$ cat src/rtl/sprite_line_fetcher.sv
// Sprite line fetcher: scans sprite attribute memory once per scanline, finds
// the sprites that cover the line, fetches each one's line mask and hands one
// descriptor per hit to the renderer over a valid/ready handshake.
//
// state   | meaning
// --------+-------------------------------------------------------------
// IDLE    | waiting for i_line_start
// RD_ATTR | attribute read strobe out for the current index
// CHECK   | attribute data present, decide hit/miss/overflow
// RD_MASK | mask read strobe out for the computed line address
// CAP     | mask data present, load descriptor and raise o_valid
// EMIT    | descriptor held until the renderer takes it
// DONE    | o_line_done pulse, back to IDLE next cycle
module sprite_line_fetcher #(
    parameter int NUM_SPRITES   = 64,
    parameter int MAX_PER_LINE  = 16,
    parameter int SPRITE_HEIGHT = 32
) (
    input  logic                           i_clk,
    input  logic                           i_reset_n,
    input  logic                           i_line_start,
    input  logic [9:0]                     i_line_y,
    output logic                           o_attr_rd,
    output logic [$clog2(NUM_SPRITES)-1:0] o_attr_addr,
    input  logic                           i_attr_en,
    input  logic [9:0]                     i_attr_y,
    input  logic [9:0]                     i_attr_x,
    input  logic [15:0]                    i_attr_base,
    input  logic                           i_attr_vflip,
    input  logic                           i_attr_hflip,
    output logic                           o_mask_rd,
    output logic [15:0]                    o_mask_addr,
    input  logic [31:0]                    i_mask_data,
    output logic                           o_valid,
    input  logic                           i_ready,
    output logic [31:0]                    o_sprite_line_mask,
    output logic [15:0]                    o_sprite_line_address,
    output logic [9:0]                     o_sprite_start_x,
    output logic                           o_tile_row,
    output logic                           o_row_flip,
    output logic                           o_busy,
    output logic                           o_line_done,
    output logic                           o_overflow
);

    localparam int IW = $clog2(NUM_SPRITES);
    localparam int CW = $clog2(MAX_PER_LINE + 1);
    localparam logic [IW-1:0] LAST_IDX = IW'(NUM_SPRITES - 1);
    localparam logic [CW-1:0] MAX_CNT  = CW'(MAX_PER_LINE);
    localparam logic [9:0]    HEIGHT   = 10'(SPRITE_HEIGHT);
    localparam logic [9:0]    HEIGHT_M1 = 10'(SPRITE_HEIGHT - 1);

    typedef enum logic [2:0] {
        IDLE    = 3'd0,
        RD_ATTR = 3'd1,
        CHECK   = 3'd2,
        RD_MASK = 3'd3,
        CAP     = 3'd4,
        EMIT    = 3'd5,
        DONE    = 3'd6
    } state_t;

    state_t          r_state;
    logic [9:0]      r_line_y;
    logic [IW-1:0]   r_index;
    logic [CW-1:0]   r_count;
    logic [9:0]      r_lat_x;
    logic            r_lat_tile_row;
    logic            r_lat_hflip;

    logic [9:0]      w_row;
    logic            w_hit;
    logic [9:0]      w_frow;
    logic [15:0]     w_addr;
    logic            w_tile_row;

    // Row within the sprite; the 10-bit wrap lets sprites straddle line 0.
    always_comb begin
        w_row      = r_line_y - i_attr_y;
        w_hit      = i_attr_en && (w_row < HEIGHT);
        w_frow     = i_attr_vflip ? (HEIGHT_M1 - w_row) : w_row;
        w_addr     = i_attr_base + {6'd0, w_frow};
        w_tile_row = (SPRITE_HEIGHT == 32) ? w_frow[4] : 1'b0;
    end

    // Scan sequencer; every output is loaded here so all of them are registered.
    always_ff @(posedge i_clk or negedge i_reset_n) begin
        if (!i_reset_n) begin
            r_state               <= IDLE;
            r_line_y              <= '0;
            r_index               <= '0;
            r_count               <= '0;
            r_lat_x               <= '0;
            r_lat_tile_row        <= 1'b0;
            r_lat_hflip           <= 1'b0;
            o_attr_rd             <= 1'b0;
            o_attr_addr           <= '0;
            o_mask_rd             <= 1'b0;
            o_mask_addr           <= '0;
            o_valid               <= 1'b0;
            o_sprite_line_mask    <= '0;
            o_sprite_line_address <= '0;
            o_sprite_start_x      <= '0;
            o_tile_row            <= 1'b0;
            o_row_flip            <= 1'b0;
            o_busy                <= 1'b0;
            o_line_done           <= 1'b0;
            o_overflow            <= 1'b0;
        end else if (i_line_start) begin
            // A start in any state (re)starts the scan; a pending descriptor is dropped.
            r_state     <= RD_ATTR;
            r_line_y    <= i_line_y;
            r_index     <= '0;
            r_count     <= '0;
            o_attr_rd   <= 1'b1;
            o_attr_addr <= '0;
            o_mask_rd   <= 1'b0;
            o_valid     <= 1'b0;
            o_busy      <= 1'b1;
            o_line_done <= 1'b0;
            o_overflow  <= 1'b0;
        end else begin
            case (r_state)
                IDLE: begin
                    o_busy <= 1'b0;
                end
                RD_ATTR: begin
                    o_attr_rd <= 1'b0;
                    r_state   <= CHECK;
                end
                CHECK: begin
                    if (w_hit) begin
                        if (r_count < MAX_CNT) begin
                            r_lat_x        <= i_attr_x;
                            r_lat_tile_row <= w_tile_row;
                            r_lat_hflip    <= i_attr_hflip;
                            o_mask_rd      <= 1'b1;
                            o_mask_addr    <= w_addr;
                            r_state        <= RD_MASK;
                        end else begin
                            o_overflow  <= 1'b1;
                            o_line_done <= 1'b1;
                            r_state     <= DONE;
                        end
                    end else if (r_index != LAST_IDX) begin
                        r_index     <= r_index + IW'(1);
                        o_attr_rd   <= 1'b1;
                        o_attr_addr <= r_index + IW'(1);
                        r_state     <= RD_ATTR;
                    end else begin
                        o_line_done <= 1'b1;
                        r_state     <= DONE;
                    end
                end
                RD_MASK: begin
                    o_mask_rd <= 1'b0;
                    r_state   <= CAP;
                end
                CAP: begin
                    o_sprite_line_mask    <= i_mask_data;
                    o_sprite_line_address <= o_mask_addr;
                    o_sprite_start_x      <= r_lat_x;
                    o_tile_row            <= r_lat_tile_row;
                    o_row_flip            <= r_lat_hflip;
                    o_valid               <= 1'b1;
                    r_state               <= EMIT;
                end
                EMIT: begin
                    if (i_ready) begin
                        o_valid <= 1'b0;
                        r_count <= r_count + CW'(1);
                        if (r_index == LAST_IDX) begin
                            o_line_done <= 1'b1;
                            r_state     <= DONE;
                        end else begin
                            r_index     <= r_index + IW'(1);
                            o_attr_rd   <= 1'b1;
                            o_attr_addr <= r_index + IW'(1);
                            r_state     <= RD_ATTR;
                        end
                    end
                end
                DONE: begin
                    o_line_done <= 1'b0;
                    o_busy      <= 1'b0;
                    r_state     <= IDLE;
                end
                default: begin
                    o_busy  <= 1'b0;
                    r_state <= IDLE;
                end
            endcase
        end
    end

endmodule

$ cat config.mk
export PLATFORM = sky130hd
export DESIGN_NAME = sprite_line_fetcher
export DESIGN_NICKNAME = d
export VERILOG_FILES = /design/src/rtl/sprite_line_fetcher.sv
export SDC_FILE = /design/constraint.sdc
export NUM_CORES = 1
export LEC_CHECK = 0
export ABC_AREA = 0
export BUFFER_PORTS_ARGS = -buffer_cell sky130_fd_sc_hd__clkbuf_2
export CORE_UTILIZATION = 40
export CTS_CLUSTER_DIAMETER = 80
export DETAILED_ROUTE_END_ITERATION = 8
export SLEW_MARGIN = 20
export SYNTH_ARGS = -nofsm -noshare
export SYNTH_HDL_FRONTEND = slang
export SYNTH_SLANG_ARGS = --single-unit
$ cat constraint.sdc
create_clock -name i_clk -period 5 [get_ports i_clk]
set_input_delay 0.25 -clock i_clk [delete_from_list [all_inputs] [get_ports i_clk]]
set_output_delay 0.25 -clock i_clk [all_outputs]
set_load 0.01 [all_outputs]
; After elaboration in Yosys (flattened, before gate mapping)
; Index checks and enable logic that the tools add are counted.
[totals]
input_bits = 85
wordCells = 111
out_inout_bits = 88
ff_bits = 118
[classes]
n_reduce_logical = 22
order_cmp = 2
eq_ne = 20
n_mux = 42
add_sub_neg = 5
bitwise = 1
[ops]
columns = operator, count
row1 = 6-bit two-way mux, 5
row2 = 1-bit two-way mux, 21
row3 = "3-bit inequality test, second input constant", 7
row4 = 3-bit two-way mux, 6
row5 = 3-bit case mux with 6 select lines, 1
row6 = 16-bit by 10-bit adder with 16-bit output, 1
row7 = 5-bit two-way mux, 3
row8 = 5-bit AND reduction, 3
row9 = 6-bit case mux with 2 select lines, 1
row10 = "10-bit by 6-bit < comparator with 1-bit output, second input constant", 1
row11 = 10-bit two-way mux, 1
row12 = 10-bit subtractor, 1
row13 = "5-bit by 10-bit subtractor with 10-bit output, first input constant", 1
row14 = "3-bit equality test, second input constant", 3
row15 = 3-bit nonzero test, 3
row16 = "4-bit inequality test, second input constant", 2
row17 = 2-bit AND reduction, 4
row18 = 2-bit nonzero test, 4
row19 = 4-bit nonzero test, 2
row20 = "6-bit by 1-bit adder with 6-bit output, second input constant", 1
row21 = "3-bit by 2-bit equality test with 1-bit output, second input constant", 2
row22 = "6-bit equality test, second input constant", 1
row23 = "6-bit inequality test, second input constant", 1
row24 = 1-bit case mux with 3 select lines, 2
row25 = 12 further kinds, 15

; Depth between registers and ports, before layout
[logic_depth]
word_depth = 6
depth_mapped = 18
mapped_depth_nobuf = 18

; Least setup slack after synthesis
; Ideal clock, no wire load.
[synth_path]
path_kind = register to register
startpoint = register r_line_y[0]
endpoint = register o_mask_addr[12]
slack_ns = 1.579
path_buffers = 0
path_stages_with_launch = 17
arrival_time_ns = 3.296
synth_period_minus_slack_ns = 3.421
setup_ns = 0.125
t_required_ns = 4.875
path_cell_list = dfrtp_1 -> inv_1 -> ha_1 -> fa_1 -> nor2b_1 -> o2111ai_1 -> nand2_1 -> xnor2_1 -> ha_1 -> nand2_1 -> o21ai_0 -> ha_1 -> o41a_1 -> a31oi_1 -> nor2_1 -> xor2_1 -> mux2_4
[synth_via]
elab_chain_cells = 4
word_cells_on_any_way = 7
cone_classes = add/sub: 3 / order compare: 1 / mux: 1 / reduce/logical: 2
[synth_lines]
columns = item, line
row1 = start: declaration, 64  ; logic [9:0] r_line_y;
row2 = start signal: assignment, 112  ; r_line_y <= i_line_y;
row3 = 10-bit subtractor *, 79  ; w_row = r_line_y - i_attr_y;
row4 = 5-bit by 10-bit subtractor with 10-bit output / 10-bit by 6-bit < comparator with 1-bit output (equally long branches), "81, 80"
row5 = 10-bit two-way mux / 1-bit logical AND (equally long branches), "81, 80"
row6 = 16-bit by 10-bit adder with 16-bit output / 4-bit AND reduction (equally long branches), --
row7 = end signal: assignment, 138  ; o_mask_addr <= w_addr;
row8 = end: declaration, 32  ; output logic [15:0] o_mask_addr,
; Every way passes the cells marked *; elsewhere a longest branch is shown, timed or not.
; A chain may end at the register's enable or synchronous reset.

; Final worst setup path
[layout_path]
startpoint = register r_line_y[0]
endpoint = register o_mask_addr[14]
; The elaborated chain is that of the path after synthesis.

==> flow_metrics.env <==
export IMPL_status="finished with violations"
export IMPL_violations="negative hold slack"
export IMPL_tightest_slew_ns=0.972
export IMPL_die_area_um2=15100
export IMPL_finalSetupViolations=0
export IMPL_ys_seq_area_share_pct=50.6
export IMPL_cts_buffers=17
export IMPL_power_frac_comb_pct=23.3
export IMPL_synthFlopType="dfrtp_1"
export IMPL_gp_congestion=0.784
export IMPL_path_max_fanout=4
export IMPL_grt_util_all_layers_pct=17.2
export IMPL_hold_slack_ns=-0.0210
export IMPL_dpl_instance_area_um2=6850
export IMPL_final_area_um2=7480
export IMPL_endpoint_kind="flop"
export IMPL_antenna_found_initial=0
export IMPL_drt_met1_wl_um=5430
export IMPL_grt_ovfl_total=0
export IMPL_synthArstFlopShare_pct=100
export IMPL_antenna_cells=0
export IMPL_die_x_um=123
export IMPL_synthAdderAreaFrac_pct=5.40
export IMPL_cts_buffer_depth=2
export IMPL_top_layer="met4"
export IMPL_synth_compound_area_share_pct=7.63
export IMPL_grt_max_degree=79
export IMPL_drtAntennaViolNets=0
export IMPL_cp_arrival_ns=4.05
export IMPL_p_seq_share_pct=36.6
export IMPL_synth_cells=469
export IMPL_core_area_um2=14000
export IMPL_routed_wl_um=12300
export IMPL_final_cell_mix="clkbuf_2 (171), dfrtp_1 (118), mux2_2 (70)"
export IMPL_dr_first_iter_drc_count=121
export IMPL_synthXorXnorAreaFrac_pct=5.08
export IMPL_finish_utilization_pct=53.3
export IMPL_dp_hpwl_um=9080
export IMPL_p_int_mw=2.28
export IMPL_drv_cap=0
export IMPL_fin_tns_setup_ns=0
export IMPL_synth_top_family_by_area="multiplexers"
export IMPL_drcViolationCount=0
export IMPL_synthDistinctLibCells=52
export IMPL_cts_hold_buf=0
export IMPL_dr_pass1_iters=4
export IMPL_viasPerCell=5.03
export IMPL_maxSlewHeadroom_pct=35.2
export IMPL_num_rows=43
export IMPL_cts_resized=0
export IMPL_syn_to_final_growth_pct=28.2
export IMPL_post_synth_main_area_contributors="dfrtp_1 (51%), mux2_2 (14%), mux2_4 (4.9%)"
export IMPL_route_met2_wl_um=5910
export IMPL_p_leak_nw=3.93
export IMPL_synth_warnings=0
export IMPL_grt_pass1_wl_um=19700
export IMPL_cp_required_ns=5.29
export IMPL_drv_slew=0
export IMPL_grt_pass1_vias=4125
export IMPL_clk_pin_slew_worst_paths_ns=0.05
export IMPL_cts_tree="built"
export IMPL_post_route_min_period_ns=3.76
export IMPL_io_buffers=172
export IMPL_start_util_pct=41.6
export IMPL_hp_class="in2async"
export IMPL_synth_nets=578
export IMPL_yosysTopAreaCell="dfrtp_1"
export IMPL_cts_root_buf="clkbuf_16"
export IMPL_power_switching_uw=863
export IMPL_fp_dieH_um=123
export IMPL_syn_cell_area_um2=5840
export IMPL_synth_edf_count=0
export IMPL_synth_mux_area_share_pct=20.6
export IMPL_irDropWorstVdd_v=0.000205
export IMPL_fin_crit_sh_pct=75.2
export IMPL_rsz0062_at_grt="false"
export IMPL_synth_top_cell_area_share_pct=50.6
export IMPL_synth_avg_cell_area_um2=12.4
export IMPL_dr_wl_met3_um=899
export IMPL_h_tree_depth=4
export IMPL_layout_commonest_cell="clkbuf_2"
export IMPL_fmax_mhz=266
export IMPL_ioPinCount=173
export IMPL_nNetsFinal=753
export IMPL_worstSetupPathType="reg2reg"
export IMPL_ys_ff_latch=118
export IMPL_post_cts_setup_buffers=0
export IMPL_finalHoldViolCount=8
export IMPL_clock_sinks=118
export IMPL_drive_above_1_share_pct=46.3
export IMPL_vias=4211
export IMPL_p_per_area_nw_per_um2=420
export IMPL_synthSimpleGateAreaFrac_pct=7.89
export IMPL_start_kind="flop"
export IMPL_p_sw_share_pct=27.5
export IMPL_pwr_share_clk_pct=40.1
export IMPL_clk_latency_ns=0.41
export IMPL_clock_skew_ns=0.00876
export IMPL_wl_per_cell_um=14.7
## power by group through the flow
stage               registers (mW)  clock network (mW)  logic, mW
floorplan                     1.21                   0      0.442
global placement              1.16                   0      0.722
detailed placement            1.17                   0      0.741
CTS                           1.15                1.29      0.743
global route                  1.17                1.34      0.821
finish                        1.15                1.26      0.731
## through the flow
stage | power [mW] | hold slack (ns) | std cells | setup WS [ns]
floorplan | 1.65 | -0.0456 | 469 | 1.58
global placement | 1.88 | 0.465 | 805 | 1.37
detailed placement | 1.91 | 0.473 | 805 | 1.28
CTS | 3.19 | 0.0281 | 837 | 1.24
global route | 3.33 | 0.0380 | 837 | 1.01
finish | 3.14 | -0.0210 | 837 | 1.24
## routing by layer
| metal | vias up | GRT usage, % |
|---|---|---|
| li1 | 2015 | - |
| met1 | 2053 | 21.3 |
| met2 | 133 | 27.9 |
| met3 | 10 | 5.90 |
| met4 | 0 | 5.49 |
| met5 | - | 0 |
## cells in the mapped netlist (2+ instances only)
master     count
mux2_1         8
o21ai_0       11
a31oi_1        4
fa_1           2
and3_1         5
mux2i_1        4
inv_1         19
buf_6          3
o2111ai_1      2
ha_1          22
nand3_1        6
nor2b_1        7
nand3b_1       2
nor3_1         4
a211o_1        2
a21oi_1       12
nand2_1       23
o21a_1         4
o31a_1         2
a21o_1         9
nand2b_1       6
xor2_1        11
nand4_1        5
mux2_2        70
mux2_4        19
xnor2_1       21
nor2_1        27
o21bai_1       2
clkbuf_1      15
a211oi_1       2
a311oi_1       2
dfrtp_1      118
## area by class of cell
type / count / area (um2)
fill: 1268 / 6560
sequential: 118 / 2950
multi-input combinational: 314 / 2730
timing repair buffer: 174 / 878
clock buffer: 21 / 480
tap: 180 / 225
clock inverter: 11 / 145
inverter: 19 / 71.3
## worst max-delay path: stages, from the launching register on
cell and delay (ns):
dfrtp_1 0.32, inv_1 0.05, ha_1 0.21, fa_1 0.40
nor2b_1 0.20, o2111ai_1 0.18, nand2_1 0.11, xnor2_1 0.19
ha_1 0.29, nand2_1 0.06, o21ai_0 0.09, ha_1 0.25
o41a_1 0.45, a31oi_1 0.32, nor2_1 0.11, xnor2_1 0.14
mux2_4 0.27
## state kept, by name (all words and copies together), names as in the netlist, 3 cells and up
register,flops
r_count,5
r_index,6
r_line_y,10
o_sprite_line_address,16
o_sprite_line_mask,32
o_mask_addr,16
o_sprite_start_x,10
r_state,3
r_lat_x,10
## worst paths after layout
path | from | end | slack (ns) | cells after the start
min | i_reset_n | o_sprite_line_mask[11] | -0.02 | 1
min reg2reg | r_lat_x[6] | r_lat_x[6] | 0.49 | 1
max reg2reg | r_line_y[0] | o_mask_addr[14] | 1.24 | 16
min in group i_clk | i_line_y[0] | r_line_y[0] | 0.05 | 3
max in group asynchronous | i_reset_n | o_mask_addr[0] | 3.90 | 2
max | r_line_y[0] | o_mask_addr[14] | 1.24 | 16
## logic make-up (layout without fill, tap and decap cells)
logic type	after synthesis	in the layout
xor gates and xnor gates	33	33
and+or+nand+nor	92	92
DFF	118	118
muxes	101	101
adders and majority gates	24	24
AOI/OAI and AO/OA	64	64
buffers and inverters	37	225
Power figures use the tool's default switching activity.
